===== src/rtl/cla_pkg.sv =====
// cla_pkg: shared constants, FSM encoding and sizing helper for the nibble-serial adder
package cla_pkg;

   localparam int NIB_W = 4;

   typedef enum logic [1:0] {
      IDLE = 2'd0,
      RUN  = 2'd1,
      DONE = 2'd2
   } state_t;

   function automatic int nibbles(input int width);
      return width / NIB_W;
   endfunction

endpackage


===== src/rtl/cla_nibble_serial_adder_if.sv =====
// cla_nibble_serial_adder_if: operand/result valid-ready bus of the nibble-serial adder
interface cla_nibble_serial_adder_if #(parameter int WIDTH = 16);

   logic             in_valid;
   logic             in_ready;
   logic [WIDTH-1:0] a;
   logic [WIDTH-1:0] b;
   logic             c_in;
   logic             out_valid;
   logic             out_ready;
   logic [WIDTH-1:0] sum;
   logic             c_out;
   logic             ovf;

   modport master (
      output in_valid, a, b, c_in, out_ready,
      input  in_ready, out_valid, sum, c_out, ovf
   );

   modport slave (
      input  in_valid, a, b, c_in, out_ready,
      output in_ready, out_valid, sum, c_out, ovf
   );

endinterface


===== src/rtl/cla_4bit_slice.sv =====
// cla_4bit_slice: combinational 4-bit augmented carry-lookahead slice with group P/G
module cla_4bit_slice
   import cla_pkg::*;
(
   input  logic [NIB_W-1:0] A,
   input  logic [NIB_W-1:0] B,
   input  logic             c_in,
   output logic [NIB_W-1:0] S,
   output logic             P_prop,
   output logic             G_prop
);

   logic [NIB_W-1:0] p;
   logic [NIB_W-1:0] g;
   logic [NIB_W-1:0] c;

   // bit propagate/generate, internal lookahead carries and group terms
   always_comb begin
      p = A ^ B;
      g = A & B;
      c[0] = c_in;
      c[1] = g[0] | (p[0] & c_in);
      c[2] = g[1] | (p[1] & g[0]) | (p[1] & p[0] & c_in);
      c[3] = g[2] | (p[2] & g[1]) | (p[2] & p[1] & g[0]) | (p[2] & p[1] & p[0] & c_in);
      S = p ^ c;
      P_prop = &p;
      G_prop = g[3] | (p[3] & g[2]) | (p[3] & p[2] & g[1]) | (p[3] & p[2] & p[1] & g[0]);
   end

endmodule


===== src/rtl/cla_nibble_serial_adder.sv =====
// cla_nibble_serial_adder: WIDTH-bit adder that reuses one CLA slice over WIDTH/4 clocks, LSB nibble first
module cla_nibble_serial_adder
   import cla_pkg::*;
#(
   parameter int WIDTH = 16
) (
   input  logic                      clk,
   input  logic                      rst,
   cla_nibble_serial_adder_if.slave  bus
);

   localparam int NIBBLES = nibbles(WIDTH);
   localparam int CW      = $clog2(NIBBLES);

   if ((WIDTH % NIB_W) != 0 || WIDTH < 8) begin : g_bad_width
      $error("cla_nibble_serial_adder: WIDTH must be a multiple of 4 and at least 8");
   end

   state_t           state;
   state_t           state_nx;
   logic [CW-1:0]    cnt;
   logic [WIDTH-1:0] a_sh;
   logic [WIDTH-1:0] b_sh;
   logic [WIDTH-1:0] sum_r;
   logic             carry;
   logic             a_msb;
   logic             b_msb;
   logic [NIB_W-1:0] s_nib;
   logic             p_prop;
   logic             g_prop;
   logic             last;
   logic             accept;

   cla_4bit_slice u_slice (
      .A      (a_sh[NIB_W-1:0]),
      .B      (b_sh[NIB_W-1:0]),
      .c_in   (carry),
      .S      (s_nib),
      .P_prop (p_prop),
      .G_prop (g_prop)
   );

   // FSM state register
   always_ff @(posedge clk) begin
      if (rst) state <= IDLE;
      else     state <= state_nx;
   end

   // next state and handshake/result outputs; ovf uses the MSBs latched at accept
   always_comb begin
      last          = cnt == CW'(NIBBLES - 1);
      accept        = (state == IDLE) && bus.in_valid;
      state_nx      = accept                                 ? RUN  :
                      (state == RUN && last)                 ? DONE :
                      (state == DONE && bus.out_ready)       ? IDLE : state;
      bus.in_ready  = state == IDLE;
      bus.out_valid = state == DONE;
      bus.sum       = sum_r;
      bus.c_out     = carry;
      bus.ovf       = (a_msb == b_msb) && (sum_r[WIDTH-1] != a_msb);
   end

   // operand capture at accept, then one slice pass per RUN cycle with the carry registered between nibbles
   always_ff @(posedge clk) begin
      if (rst) begin
         cnt   <= '0;
         a_sh  <= '0;
         b_sh  <= '0;
         sum_r <= '0;
         carry <= 1'b0;
         a_msb <= 1'b0;
         b_msb <= 1'b0;
      end else if (accept) begin
         cnt   <= '0;
         a_sh  <= bus.a;
         b_sh  <= bus.b;
         carry <= bus.c_in;
         a_msb <= bus.a[WIDTH-1];
         b_msb <= bus.b[WIDTH-1];
      end else if (state == RUN) begin
         sum_r[NIB_W*cnt +: NIB_W] <= s_nib;
         carry <= g_prop | (p_prop & carry);
         a_sh  <= a_sh >> NIB_W;
         b_sh  <= b_sh >> NIB_W;
         cnt   <= cnt + CW'(1);
      end
   end

endmodule


===== src/flat_wrapper.sv =====
// flat-port wrapper written by rule: the top's interface ports become plain ports
module cla_nibble_serial_adder_flat import cla_pkg::*;
#(
   parameter int WIDTH = 16
)
  (clk, rst, bus_in_valid, bus_a, bus_b, bus_c_in, bus_out_ready, bus_in_ready, bus_out_valid, bus_sum, bus_c_out, bus_ovf);
  cla_nibble_serial_adder_if #(.WIDTH(WIDTH)) bus_i ();
  input  logic clk;
  input  logic rst;
  input wire logic [$bits(bus_i.in_valid)-1:0] bus_in_valid;
  input wire logic [$bits(bus_i.a)-1:0] bus_a;
  input wire logic [$bits(bus_i.b)-1:0] bus_b;
  input wire logic [$bits(bus_i.c_in)-1:0] bus_c_in;
  input wire logic [$bits(bus_i.out_ready)-1:0] bus_out_ready;
  output wire logic [$bits(bus_i.in_ready)-1:0] bus_in_ready;
  output wire logic [$bits(bus_i.out_valid)-1:0] bus_out_valid;
  output wire logic [$bits(bus_i.sum)-1:0] bus_sum;
  output wire logic [$bits(bus_i.c_out)-1:0] bus_c_out;
  output wire logic [$bits(bus_i.ovf)-1:0] bus_ovf;
  assign bus_i.in_valid = bus_in_valid;
  assign bus_i.a = bus_a;
  assign bus_i.b = bus_b;
  assign bus_i.c_in = bus_c_in;
  assign bus_i.out_ready = bus_out_ready;
  assign bus_in_ready = bus_i.in_ready;
  assign bus_out_valid = bus_i.out_valid;
  assign bus_sum = bus_i.sum;
  assign bus_c_out = bus_i.c_out;
  assign bus_ovf = bus_i.ovf;
  cla_nibble_serial_adder #(.WIDTH(WIDTH)) u_core (.clk(clk), .rst(rst), .bus(bus_i));
endmodule

===== config.mk =====
export PLATFORM = sky130hd
export DESIGN_NAME = cla_nibble_serial_adder_flat
export DESIGN_NICKNAME = d
export VERILOG_FILES = /design/src/rtl/cla_pkg.sv /design/src/rtl/cla_nibble_serial_adder_if.sv /design/src/rtl/cla_4bit_slice.sv /design/src/rtl/cla_nibble_serial_adder.sv /design/src/flat_wrapper.sv
export SDC_FILE = /design/constraint.sdc
export NUM_CORES = 1
export LEC_CHECK = 0
export BUFFER_PORTS_ARGS = -buffer_cell sky130_fd_sc_hd__buf_4
export CORE_MARGIN = 2
export CORE_UTILIZATION = 30
export DETAILED_ROUTE_END_ITERATION = 16
export GPL_TIMING_DRIVEN = 1
export PLACE_DENSITY_LB_ADDON = 0.3
export SYNTH_ARGS = -nofsm -noshare
export SYNTH_HDL_FRONTEND = slang
export SYNTH_HIERARCHICAL = 1
export SYNTH_SLANG_ARGS = --single-unit

===== constraint.sdc =====
create_clock -name clk -period 2.3 [get_ports clk]
set_clock_uncertainty 0.2 [all_clocks]
set_input_delay 0.23 -clock clk [delete_from_list [all_inputs] [get_ports clk]]
set_output_delay 0.23 -clock clk [all_outputs]
set_load 0.1 [all_outputs]

Word level (Yosys, flattened, before mapping)
Index checks and enable logic that the tools add are counted.
{"block": "classes", "div_mod_pow": 0, "n_lt_le_gt_ge": 0, "n_reduce_logical": 11, "bitwise_logic": 29, "n_mux": 10, "shift": 2, "mul": 0, "n_addsub": 2, "n_eq_ne": 5}
{"cell": "$mux 16", "count": 4}
{"cell": "$neg 4->34", "count": 1}
{"cell": "$shift 4x34->16 const A", "count": 1}
{"cell": "$shiftx 4x34->16", "count": 1}
{"cell": "$bwmux 16", "count": 1}
{"cell": "$and 1x1->1", "count": 15}
{"cell": "$or 1x1->1", "count": 10}
{"cell": "$xor 4x4->4", "count": 2}
{"cell": "$and 4x4->4", "count": 1}
{"cell": "$eq 2x2->1 const B", "count": 2}
{"cell": "$logic_and 1x1->1", "count": 4}
{"cell": "$mux 2", "count": 2}
{"cell": "$reduce_and 4->1", "count": 1}
{"cell": "$reduce_bool 2->1", "count": 2}
{"cell": "$mux 1", "count": 3}
{"cell": "$reduce_bool 3->1", "count": 1}
{"cell": "$add 2x1->2 const B", "count": 1}
{"cell": "$eq 2x1->1 const B", "count": 1}
{"cell": "$logic_not 2->1", "count": 1}
{"cell": "$reduce_and 2->1", "count": 1}
{"cell": "$reduce_or 2->1", "count": 1}
{"cell": "$eq 1x1->1", "count": 1}
{"cell": "$ne 1x1->1", "count": 1}
{"cell": "$not 1->1", "count": 1}
{"block": "word_totals", "latch_bits": 0, "elab_cells": 68, "register_bits": 55, "out_inout_bits": 20, "mem_bits_rw": 0, "rom_bits": 0, "mem_count": 0}

Depth between registers and ports, before layout
Gate-level depths: netlist (run 1).
{"block": "depth", "depth_word": 8, "depth_mapped": 7, "depth_no_buf": 7}

By module
Netlist (run 1), hierarchy kept.
{"module": "cla_nibble_serial_adder", "seq_area_each_um2": 1101.1, "cells_per_inst": 278, "area_per_inst_um2": 2648.8, "n_inst": 1}
{"module": "cla_4bit_slice", "seq_area_each_um2": 0.0, "cells_per_inst": 22, "area_per_inst_um2": 182.7, "n_inst": 1}

Worst setup path after synthesis (run 1)
Ideal clock, no wire load.
{"block": "synth_path", "kind": "flip-flop to output port", "startpoint": "register u_core.sum_r[15] (netlist: u_core/bus.sum[15])", "endpoint": "output port bus_ovf", "arrival_ns": 2.921, "setup_slack_ns": -1.051, "n_path_buf": 0, "path_stages_with_launch": 2, "cell_sequence": "dfxtp_1 -> o21ai_0"}
{"block": "synth_between", "elab_chain_len": 2}
{"item": "from (decl)", "line_no": "cla_nibble_serial_adder.sv:24", "rtl": "logic [WIDTH-1:0] sum_r;"}
{"item": "from (signal, indexed assignment)", "line_no": "cla_nibble_serial_adder.sv:81", "rtl": "sum_r[NIB_W*cnt +: NIB_W] <= s_nib;"}
{"item": "$ne 1x1->1", "line_no": "cla_nibble_serial_adder.sv:60", "rtl": "bus.ovf = (a_msb == b_msb) && (sum_r[WIDTH-1] != a_msb);"}
{"item": "$logic_and 1x1->1", "line_no": "cla_nibble_serial_adder.sv:60"}
{"item": "to (decl)", "line_no": "flat_wrapper.sv:19", "rtl": "output wire logic [$bits(bus_i.ovf)-1:0] bus_ovf;"}
No other way between the ends.

Worst setup path after layout (run 1)
{"block": "layout_path", "startpoint": "register u_core.state[1]", "endpoint": "output port bus_out_valid"}
{"block": "layout_between", "elab_chain_len": 1}
{"item": "from (decl)", "line_no": "cla_nibble_serial_adder.sv:19", "rtl": "state_t state;"}
{"item": "from (signal assigned)", "line_no": "cla_nibble_serial_adder.sv:46", "rtl": "else state <= state_nx;"}
{"item": "$eq 2x2->1", "line_no": "cla_nibble_serial_adder.sv:57", "rtl": "bus.out_valid = state == DONE;"}
{"item": "to (decl)", "line_no": "flat_wrapper.sv:16", "rtl": "output wire logic [$bits(bus_i.out_valid)-1:0] bus_out_valid;"}
No other way between the ends.

==> results of run 1 <==
## final timing paths
path	from	end	slack [ns]	cells past startpoint
worst max register to register	u_core/a_sh[2]	u_core/bus.sum[15]	0.30	7
worst min register to register	u_core/b_sh[15]	u_core/b_sh[15]	0.28	2
worst min-delay path	bus_b[3]	u_core/b_sh[3]	0.08	3
worst max-delay path	u_core/state[1]	bus_out_valid	0.20	3
## cells in the final DEF (no fill, tap or decap), types with 2 or more instances in the layout
cell type      count
a2111oi_2          3
a211oi_1           6
a21o_1             2
a21oi_1           31
a21oi_2            3
a22o_1             6
a31o_2             4
a32oi_1            4
and3b_1            2
buf_4             61
clkbuf_8           6
dfxtp_1           55
dlygate4sd3_1      9
ha_1              10
inv_1             10
nand2_1            7
nand3_1            8
nand4_1            2
nor2_1            20
nor2_2             3
nor3b_2            5
o21ai_0           24
o21ai_1            3
o221ai_1          16
o22ai_1            8
or2b_1             2
or3b_1            14
or3b_2             2
xnor2_1            2
## through the flow
step | cells | total power [uW] | util [%] | setup slack (ns)
after floorplan | 300 | 1380 | - | 0.0468
after global placement | 448 | 1500 | 35.4 | 0.375
after detailed placement | 448 | 1510 | 35.4 | 0.361
after CTS | 465 | 2210 | 37.7 | 0.145
after global routing | 465 | 2300 | 37.7 | 0.0755
final | 465 | 2180 | 37.7 | 0.200
## sequential cells by signal, indices dropped and copies added, names as in the netlist
name and count:
u_core/state 2, u_core/b_sh 16, u_core/b_msb 1, u_core/bus.c_out 1, u_core/cnt 2, u_core/bus.sum 16, u_core/a_msb 1, u_core/a_sh 16
## cell families after synthesis
family / after synthesis / synth area share [%]
fa+ha+maj: 11 / 5.13
compound gates: 117 / 28.1
xor+xnor: 3 / 0.928
flops: 55 / 38.9
simple gates: 79 / 19.0
buf+inv: 35 / 7.95
## metal layers
layer  track usage, %  up-vias  part of all wire [%]  routed length (um)
met4             4.05        0                  0.70                  49
li1                 -     1231                     -                   -
met2             24.0       48                    47                3310
met3             2.35        5                   3.5                 244
met1             18.7     1180                    49                3400
met5                0        -                     0                   0
## tightest hold or removal path, cell delays in order
cell and delay (ns):
buf_4 0.11, o22ai_1 0.12, a211oi_1 0.08
## timing repair
item	in CTS	in global routing
hold endpoints to repair	11	0
resized for setup	0	0
endpoints found under the setup margin	0	0
hold buffers	9	0
## layout make-up
type | instances | area (sq um) | share of cell area, %
Clock buffer | 6 | 82.6 | 2.38
Clock inverter | 2 | 38.8 | 1.12
Inverter | 11 | 41.3 | 1.19
Multi-Input combinational cell | 210 | 1510 | 43.7
Sequential cell | 55 | 1100 | 31.8
Tap cell | 111 | 139 | 4.01
Timing Repair Buffer | 70 | 548 | 15.8
## power by group
part           total [uW]  internal [uW]  switching, uW
registers            1060           1010           50.4
clock network         684            359            325
logic                 438            182            256
total                2180           1550            632
==> results.py, run 1 <==
metrics = {
    "outcome": {
        "run_status": "finished, final reports clean",
    },
    "place": {
        "port_buffers": 56,
        "place.gp.congestion": 0.752,
        "place_hpwl_um": 4930,
        "placed_area_sq_um": 3250,
    },
    "clock_tree": {
        "cts_tree": "built",
        "cts_setup_buffers": 0,
        "h-tree-depth": 2,
        "numClockSinks": 55,
        "cts.path.max_buffers": 2,
        "root_buffer": "clkbuf_8",
        "clk_pin_slew_ns": 0.10,
        "cts-buffers-inserted": 5,
        "clkLatencyLatePin_ns": 0.31,
    },
    "cells_and_area": {
        "final_nets": 401,
        "areaGrowthSynthToFinish_pct": 22.4,
        "post_route_cells_drive_above_1_share_pct": 28.0,
        "fillCellCount": 957,
        "diodes": 0,
        "final_cell_area_sq_um": 3460,
    },
    "critical_path": {
        "critPathKind": "register to primary output",
        "cp-start-kind": "register",
        "cp-end-kind": "primary output",
        "cpLargestDelayFamily": "flip-flops",
        "cp_cell_sequence": "inv_1 > nor2_2 > buf_4",
        "critPathMaxStageDelay_ns": 0.77,
        "worstPathArrival_ns": 1.67,
        "critPathSlowestCell": "dfxtp_1",
        "path_buf_inv": 2,
        "required_ns": 1.87,
        "path_max_fanout": 17,
    },
    "floorplan": {
        "initial_utilization_pct": 30.8,
        "dieArea_sq_um": 10200,
        "dieHeight_um": 101,
        "io_pins": 57,
        "rows": 35,
        "die_x_um": 101,
        "core_area_sq_um": 9200,
    },
    "synthesis": {
        "async_reset_ff_share_pct": 0,
        "yosys_warnings": 6,
        "synth_top_cell_by_area": "dfxtp_1",
        "ys.flop_type": "dfxtp_1",
        "netlist_area_sq_um": 2830,
        "ys_types": 55,
        "avgSynthCellArea_sq_um": 9.44,
        "synth_area_leaders": "dfxtp_1 (39%), a21oi_1 (5.5%), o221ai_1 (4.9%)",
        "yosysMostFrequentCell": "dfxtp_1",
        "synthCells": 300,
        "ys_ff_latch": 55,
        "syn_nets": 348,
        "yosysSeqAreaShare_pct": 38.9,
        "yosys.area.top_type_share_pct": 38.9,
        "synth_common_cells": "dfxtp_1 (55), a21oi_1 (31), o21ai_0 (25)",
        "synth-edff-count": 0,
    },
    "pwr": {
        "peakVddDrop_uv": 294,
        "leakagePower_uw": 0.00142,
        "p_per_area_nw_per_um2": 630,
    },
    "sta": {
        "min_period_over_period_pct": 91.3,
        "slew_viol_final": 0,
        "fmax_ghz": 0.476,
        "relSlewSlack_pct": 54.9,
        "hold_viol": 0,
        "worstMarginPinSlew_ns": 0.676,
        "rsz0062_at_grt": "no",
        "fin_hold_ws_ns": 0.0806,
        "setup_tns_ns": 0,
        "fin_crit_ns": 2.10,
        "finalSetupViolations": 0,
    },
    "routing": {
        "detail_route.vias_per_cell": 5.30,
        "wl_um": 7000,
        "vias": 2464,
        "routedWlPerCell_um": 15.1,
        "drc": 0,
        "postRouteAntennaNets": 0,
        "drtPass1Iterations": 4,
        "first_iter_violations": 138,
    },
    "global_route": {
        "antenna_found_initial": 0,
        "grt_use_total_pct": 14.2,
        "grt.overflow.total": 0,
        "grt_pass1_wl_um": 11700,
        "grt_max_degree": 44,
        "grt_pass1_vias": 2408,
    },
    "run": {
        "cap_violations": 0,
    },
    "hold_path": {
        "hold_class": "primary input to register",
    },
}
(Power assumes the default switching activity.)
==> inputs of run 2 (changes only) <==
--- a/config.mk
+++ b/config.mk
@@ -5,9 +5,10 @@
 export SDC_FILE = /design/constraint.sdc
 export NUM_CORES = 1
 export LEC_CHECK = 0
+export ABC_CLOCK_PERIOD_IN_PS = 2300
 export BUFFER_PORTS_ARGS = -buffer_cell sky130_fd_sc_hd__buf_4
 export CORE_MARGIN = 2
-export CORE_UTILIZATION = 30
+export CORE_UTILIZATION = 55
 export DETAILED_ROUTE_END_ITERATION = 16
 export GPL_TIMING_DRIVEN = 1
 export PLACE_DENSITY_LB_ADDON = 0.3
==> run 2 against run 1 <==
Effect of this change:
- global-route usage increased by 9.6 points
- flip-flop and latch count unchanged
- final area decreased by 3.0%
- first-iteration DRC count increased by 17%
- non-clock buffer count decreased by 2
- combinational power decreased by 2%
- worst hold slack got worse by 0.071 ns
- fmax increased by 2.1%
- utilization increased by 29 points
- via count increased by 2.4%
- highest routed layer unchanged
==> results.py, run 2 (same netlist as run 1, synthesis figures left out) <==
metrics = {
    "sta": {
        "rsz0062_at_grt": "no",
        "setup_tns_ns": 0,
        "fin_hold_ws_ns": 0.00989,
        "fmax_ghz": 0.486,
        "relSlewSlack_pct": 60.9,
        "worstMarginPinSlew_ns": 0.586,
        "slew_viol_final": 0,
        "finalSetupViolations": 0,
        "min_period_over_period_pct": 89.5,
        "fin_crit_ns": 2.06,
        "setup_ws_ns": 0.243,
        "hold_viol": 0,
    },
    "pwr": {
        "peakVddDrop_uv": 339,
        "share_seq_of_total_power_pct": 52.2,
        "comb_power_share_pct": 21.1,
        "swShare_pct": 29.9,
        "p_clk_share_pct": 26.6,
        "p_int_uw": 1420,
        "p_per_area_nw_per_um2": 604,
        "leakagePower_uw": 0.00139,
        "p_switching_uw": 608,
    },
    "critical_path": {
        "r2r_end": "u_core/bus.sum[15]",
        "cp.depth": 7,
        "cp-start-kind": "register",
        "crit_path_frequent_cell": "a21oi_1",
        "cp-end-kind": "register",
        "worstPathArrival_ns": 2.09,
        "cpLargestDelayFamily": "simple AND/OR/NAND/NOR gates",
        "r2r_start": "u_core/a_sh[2]",
        "r2r_slack_ns": 0.24,
        "critPathSlowestCell": "ha_1",
        "critPathKind": "register to register",
        "cp_cell_sequence": "ha_1 > a21oi_1 > nand3_1 > xor2_1 > and3b_1 > nand4b_1 > a21oi_1",
        "required_ns": 2.34,
        "path_max_fanout": 5,
        "path_buf_inv": 0,
        "r2r.worst_path.cells": 7,
        "critPathMaxStageDelay_ns": 0.36,
    },
    "routing": {
        "vias": 2524,
        "routedWlPerCell_um": 15.8,
        "drc": 0,
        "drtPass1Iterations": 4,
        "detail_route.vias_per_cell": 6.00,
        "first_iter_violations": 161,
        "postRouteAntennaNets": 0,
        "wl_um": 6640,
    },
    "cells_and_area": {
        "areaGrowthSynthToFinish_pct": 18.7,
        "final_common_cell": "buf_4",
        "fillCellCount": 432,
        "final_nets": 399,
        "diodes": 0,
        "fin_util_pct": 66.7,
        "post_route_cells_drive_above_1_share_pct": 27.6,
        "final_cell_mix": "buf_4 (60), dfxtp_1 (55), a21oi_1 (31)",
    },
    "floorplan": {
        "core_area_sq_um": 5040,
        "rows": 26,
        "dieHeight_um": 75.8,
        "die_x_um": 75.8,
        "io_pins": 57,
        "initial_utilization_pct": 56.2,
        "dieArea_sq_um": 5740,
    },
    "hold_path": {
        "hold_depth": 3,
        "hold_class": "primary input to register",
        "hold_path_end": "u_core/a_sh[13]",
        "min_from": "bus_a[13]",
    },
    "outcome": {
        "run_status": "finished, final reports clean",
    },
    "clock_tree": {
        "cts_tree": "built",
        "clk_pin_slew_ns": 0.09,
        "cts_setup_buffers": 0,
        "root_buffer": "clkbuf_8",
        "cts.path.max_buffers": 2,
        "h-tree-depth": 2,
        "cts-buffers-inserted": 5,
        "clkLatencyLatePin_ns": 0.31,
        "numClockSinks": 55,
        "cts_resized": 0,
    },
    "place": {
        "place_ws_ns": 0.283,
        "place_hpwl_um": 4450,
        "place.gp.congestion": 0.818,
        "port_buffers": 56,
    },
    "run": {
        "cap_violations": 0,
    },
    "global_route": {
        "grt_use_total_pct": 23.8,
        "grt.overflow.total": 0,
        "antenna_found_initial": 0,
        "grt_pass1_vias": 2218,
        "grt_max_degree": 44,
        "grt_pass1_wl_um": 10500,
    },
}
run 2: changes by cell type in the layout (fill, tap and decap cells not counted):
cell           before  now
bufinv_16           1    0
buf_4              61   60
dlygate4sd3_1       9    8
clkinv_2            0    1
inv_6               1    0
run 2: metal layers:
metal / wire length [um] / track usage [%] / share of wire (%) / vias up
li1: - / - / - / 1227
met1: 2800 / 31.9 / 42 / 1205
met2: 3400 / 40.0 / 51 / 87
met3: 386 / 4.10 / 5.8 / 5
met4: 48 / 5.85 / 0.72 / 0
met5: 0 / 0 / 0 / -
run 2: what timing repair did:
action                                  4_1_cts  5_1_grt
endpoints found under the hold margin        10        0
hold buffers                                  8        0
endpoints found under the setup margin        0        0
run 2: area by class of cell:
class	instances	area (sq um)	share of cell area (%)
repair buffers	68	531	15.8
clock inverters	1	5.00	0.149
inverters	11	41.3	1.23
flip-flops and latches	55	1100	32.8
well taps	70	87.6	2.61
multi-input cells	210	1510	45.0
clock buffers	6	82.6	2.46
run 2: worst reg2reg max path, delay by kind of cell, from the launching register on:
| kind | cells | cell delay (ns) |
|---|---|---|
| simple gates | 3 | 0.45 |
| compound gates | 2 | 0.37 |
| fa+ha+maj | 1 | 0.36 |
| flops | 1 | 0.34 |
| xor+xnor | 1 | 0.26 |
run 2: metrics by stage:
step | total power, uW | cells | instance area, sq um
floorplan | 1380 | 300 | 2840
global placement | 1480 | 406 | 3190
detailed placement | 1500 | 406 | 3190
CTS | 2040 | 421 | 3360
global route | 2140 | 421 | 3360
finish | 2030 | 421 | 3360
run 2: worst max path at each step:
stage / start / to
2_1_floorplan: u_core/bus.c_out / u_core/bus.sum[1]
3_3_place_gp: u_core/a_sh[2] / u_core/bus.sum[15]
3_5_place_dp: u_core/a_sh[2] / u_core/bus.sum[15]
4_1_cts: u_core/a_sh[2] / u_core/bus.sum[15]
5_1_grt: u_core/a_sh[2] / u_core/bus.sum[15]
6_report: u_core/a_sh[2] / u_core/bus.sum[15]
run 2: power by group through the flow:
stage	Sequential, uW	Combinational, uW	Clock (uW)
floorplan	1110	276	0
global placement	1080	405	0
detailed placement	1080	414	0
CTS	1060	428	551
global route	1070	469	600
finish	1060	429	541
==> inputs of run 3 (changes only) <==
--- a/config.mk
+++ b/config.mk
@@ -12,6 +12,8 @@
 export DETAILED_ROUTE_END_ITERATION = 16
 export GPL_TIMING_DRIVEN = 1
 export PLACE_DENSITY_LB_ADDON = 0.3
+export RECOVER_POWER = 100
+export REMOVE_ABC_BUFFERS = 1
 export SYNTH_ARGS = -nofsm -noshare
 export SYNTH_HDL_FRONTEND = slang
 export SYNTH_HIERARCHICAL = 1
==> run 3 against run 2 <==
Effect of this change:
- cell count rose by 0.71%
- first-iteration DRC count rose by 7.5%
- non-clock buffer count rose by 2
- critical path type is now register to primary output
- largest cell class unchanged
- largest power group unchanged
==> results.py, run 3 (same netlist as run 1, synthesis figures left out) <==
metrics = {
    "cells_and_area": {
        "final_nets": 401,
        "areaGrowthSynthToFinish_pct": 15.6,
        "final_cell_mix": "dfxtp_1 (55), buf_4 (39), a21oi_1 (32)",
        "diodes": 0,
        "post_route_cells_drive_above_1_share_pct": 20.9,
        "final_common_cell": "dfxtp_1",
    },
    "global_route": {
        "grt.overflow.total": 0,
        "grt_max_degree": 44,
        "grt_pass1_vias": 2314,
        "grt_pass1_wl_um": 10500,
        "antenna_found_initial": 0,
        "grt_use_total_pct": 23.8,
    },
    "critical_path": {
        "cp-start-kind": "register",
        "startpoint": "u_core/state[1]",
        "critPathMaxStageDelay_ns": 0.71,
        "critPathSlowestCell": "dfxtp_1",
        "r2r.worst_path.cells": 4,
        "cp_cell_sequence": "buf_4 > nor2_1 > clkbuf_4",
        "path_max_fanout": 18,
        "critPathKind": "register to primary output",
        "r2r_start": "u_core/state[0]",
        "worstPathArrival_ns": 1.69,
        "required_ns": 1.87,
        "cp-end-kind": "primary output",
    },
    "routing": {
        "first_iter_violations": 173,
        "drc": 0,
        "detail_route.vias_per_cell": 5.96,
        "vias": 2527,
        "routedWlPerCell_um": 15.4,
        "wl_um": 6510,
        "drtPass1Iterations": 4,
        "postRouteAntennaNets": 0,
    },
    "pwr": {
        "p_per_area_nw_per_um2": 619,
        "peakVddDrop_uv": 345,
        "power_uw": 2030,
        "leakagePower_uw": 0.00133,
    },
    "sta": {
        "setup_tns_ns": 0,
        "min_period_over_period_pct": 92.1,
        "worstMarginPinSlew_ns": 1.17,
        "rsz0062_at_grt": "no",
        "finalSetupViolations": 0,
        "fin_hold_ws_ns": 0.0231,
        "hold_viol": 0,
        "relSlewSlack_pct": 22.0,
        "setup_ws_ns": 0.182,
        "fmax_ghz": 0.472,
        "slew_viol_final": 0,
        "fin_crit_ns": 2.12,
    },
    "clock_tree": {
        "cts-buffers-inserted": 5,
        "clkLatencyLatePin_ns": 0.32,
        "clk_pin_slew_ns": 0.11,
        "cts_setup_buffers": 0,
        "cts_hold_buffers": 9,
        "h-tree-depth": 2,
        "cts_resized": 0,
        "root_buffer": "clkbuf_8",
        "cts.path.max_buffers": 2,
        "cts_tree": "built",
        "numClockSinks": 55,
    },
    "floorplan": {
        "dieArea_sq_um": 5740,
        "rows": 26,
        "dieHeight_um": 75.8,
        "initial_utilization_pct": 56.2,
        "die_x_um": 75.8,
        "core_area_sq_um": 5040,
        "io_pins": 57,
    },
    "hold_path": {
        "min_from": "rst",
        "hold_class": "primary input to register",
        "hold_depth": 2,
    },
    "outcome": {
        "run_status": "finished, final reports clean",
    },
    "place": {
        "place_ws_ns": 0.331,
        "port_buffers": 56,
        "place_hpwl_um": 4440,
        "place.gp.congestion": 0.790,
    },
    "run": {
        "cap_violations": 0,
    },
}
## run 3: cell types whose count changed in the layout (fill, tap and decap cells not counted), sizes merged
| cell | previous run | this run |
|---|---|---|
| buf | 60 | 42 |
| clkbuf | 6 | 24 |
| clkinv | 1 | 2 |
| dlygate4sd3 | 8 | 9 |
| inv | 11 | 12 |
## run 3: where the power goes
group / switching [uW] / total (uW) / leakage (uW) / internal [uW]
clock: 334 / 553 / 0.0000485 / 219
combinational: 248 / 413 / 0.000828 / 165
sequential: 49.0 / 1060 / 0.000452 / 1010
## run 3: final timing paths
| kind | end | slack, ns |
|---|---|---|
| worst max-delay path | bus_in_ready | 0.18 |
| worst min-delay path | u_core/a_sh[14] | 0.02 |
| worst max register to register | u_core/a_sh[11] | 0.25 |
| worst min register to register | u_core/b_sh[15] | 0.28 |
## run 3: routing by layer
| layer | GRT usage (%) | wire length (um) | up-vias | part of all wire (%) |
|---|---|---|---|---|
| met2 | 39.8 | 3160 | 79 | 49 |
| li1 | - | - | 1232 | - |
| met4 | 9.36 | 91 | 0 | 1.4 |
| met1 | 30.6 | 2900 | 1209 | 45 |
| met3 | 3.97 | 362 | 7 | 5.6 |
| met5 | 0 | 0 | - | 0 |
## run 3: critical path, delay by kind of cell, from the launching register on
family	cells	cell delay [ns]
flops	1	0.71
buf+inv	2	0.60
simple gates	1	0.05
## run 3: layout make-up
class | count | area [sq um]
Clock buffer | 5 | 68.8
Clock inverter | 3 | 22.5
Fill cell | 469 | 1770
Inverter | 11 | 41.3
Multi-Input combinational cell | 210 | 1470
Sequential cell | 55 | 1100
Tap cell | 70 | 87.6
Timing Repair Buffer | 70 | 479
## run 3: metrics by stage
stage	util, %	cells	cell area, sq um
final	64.9	424	3270
after detailed placement	63.3	407	3190
after floorplan	-	276	2650
after global routing	64.9	424	3270
after CTS	66.9	424	3370
after global placement	63.3	407	3190
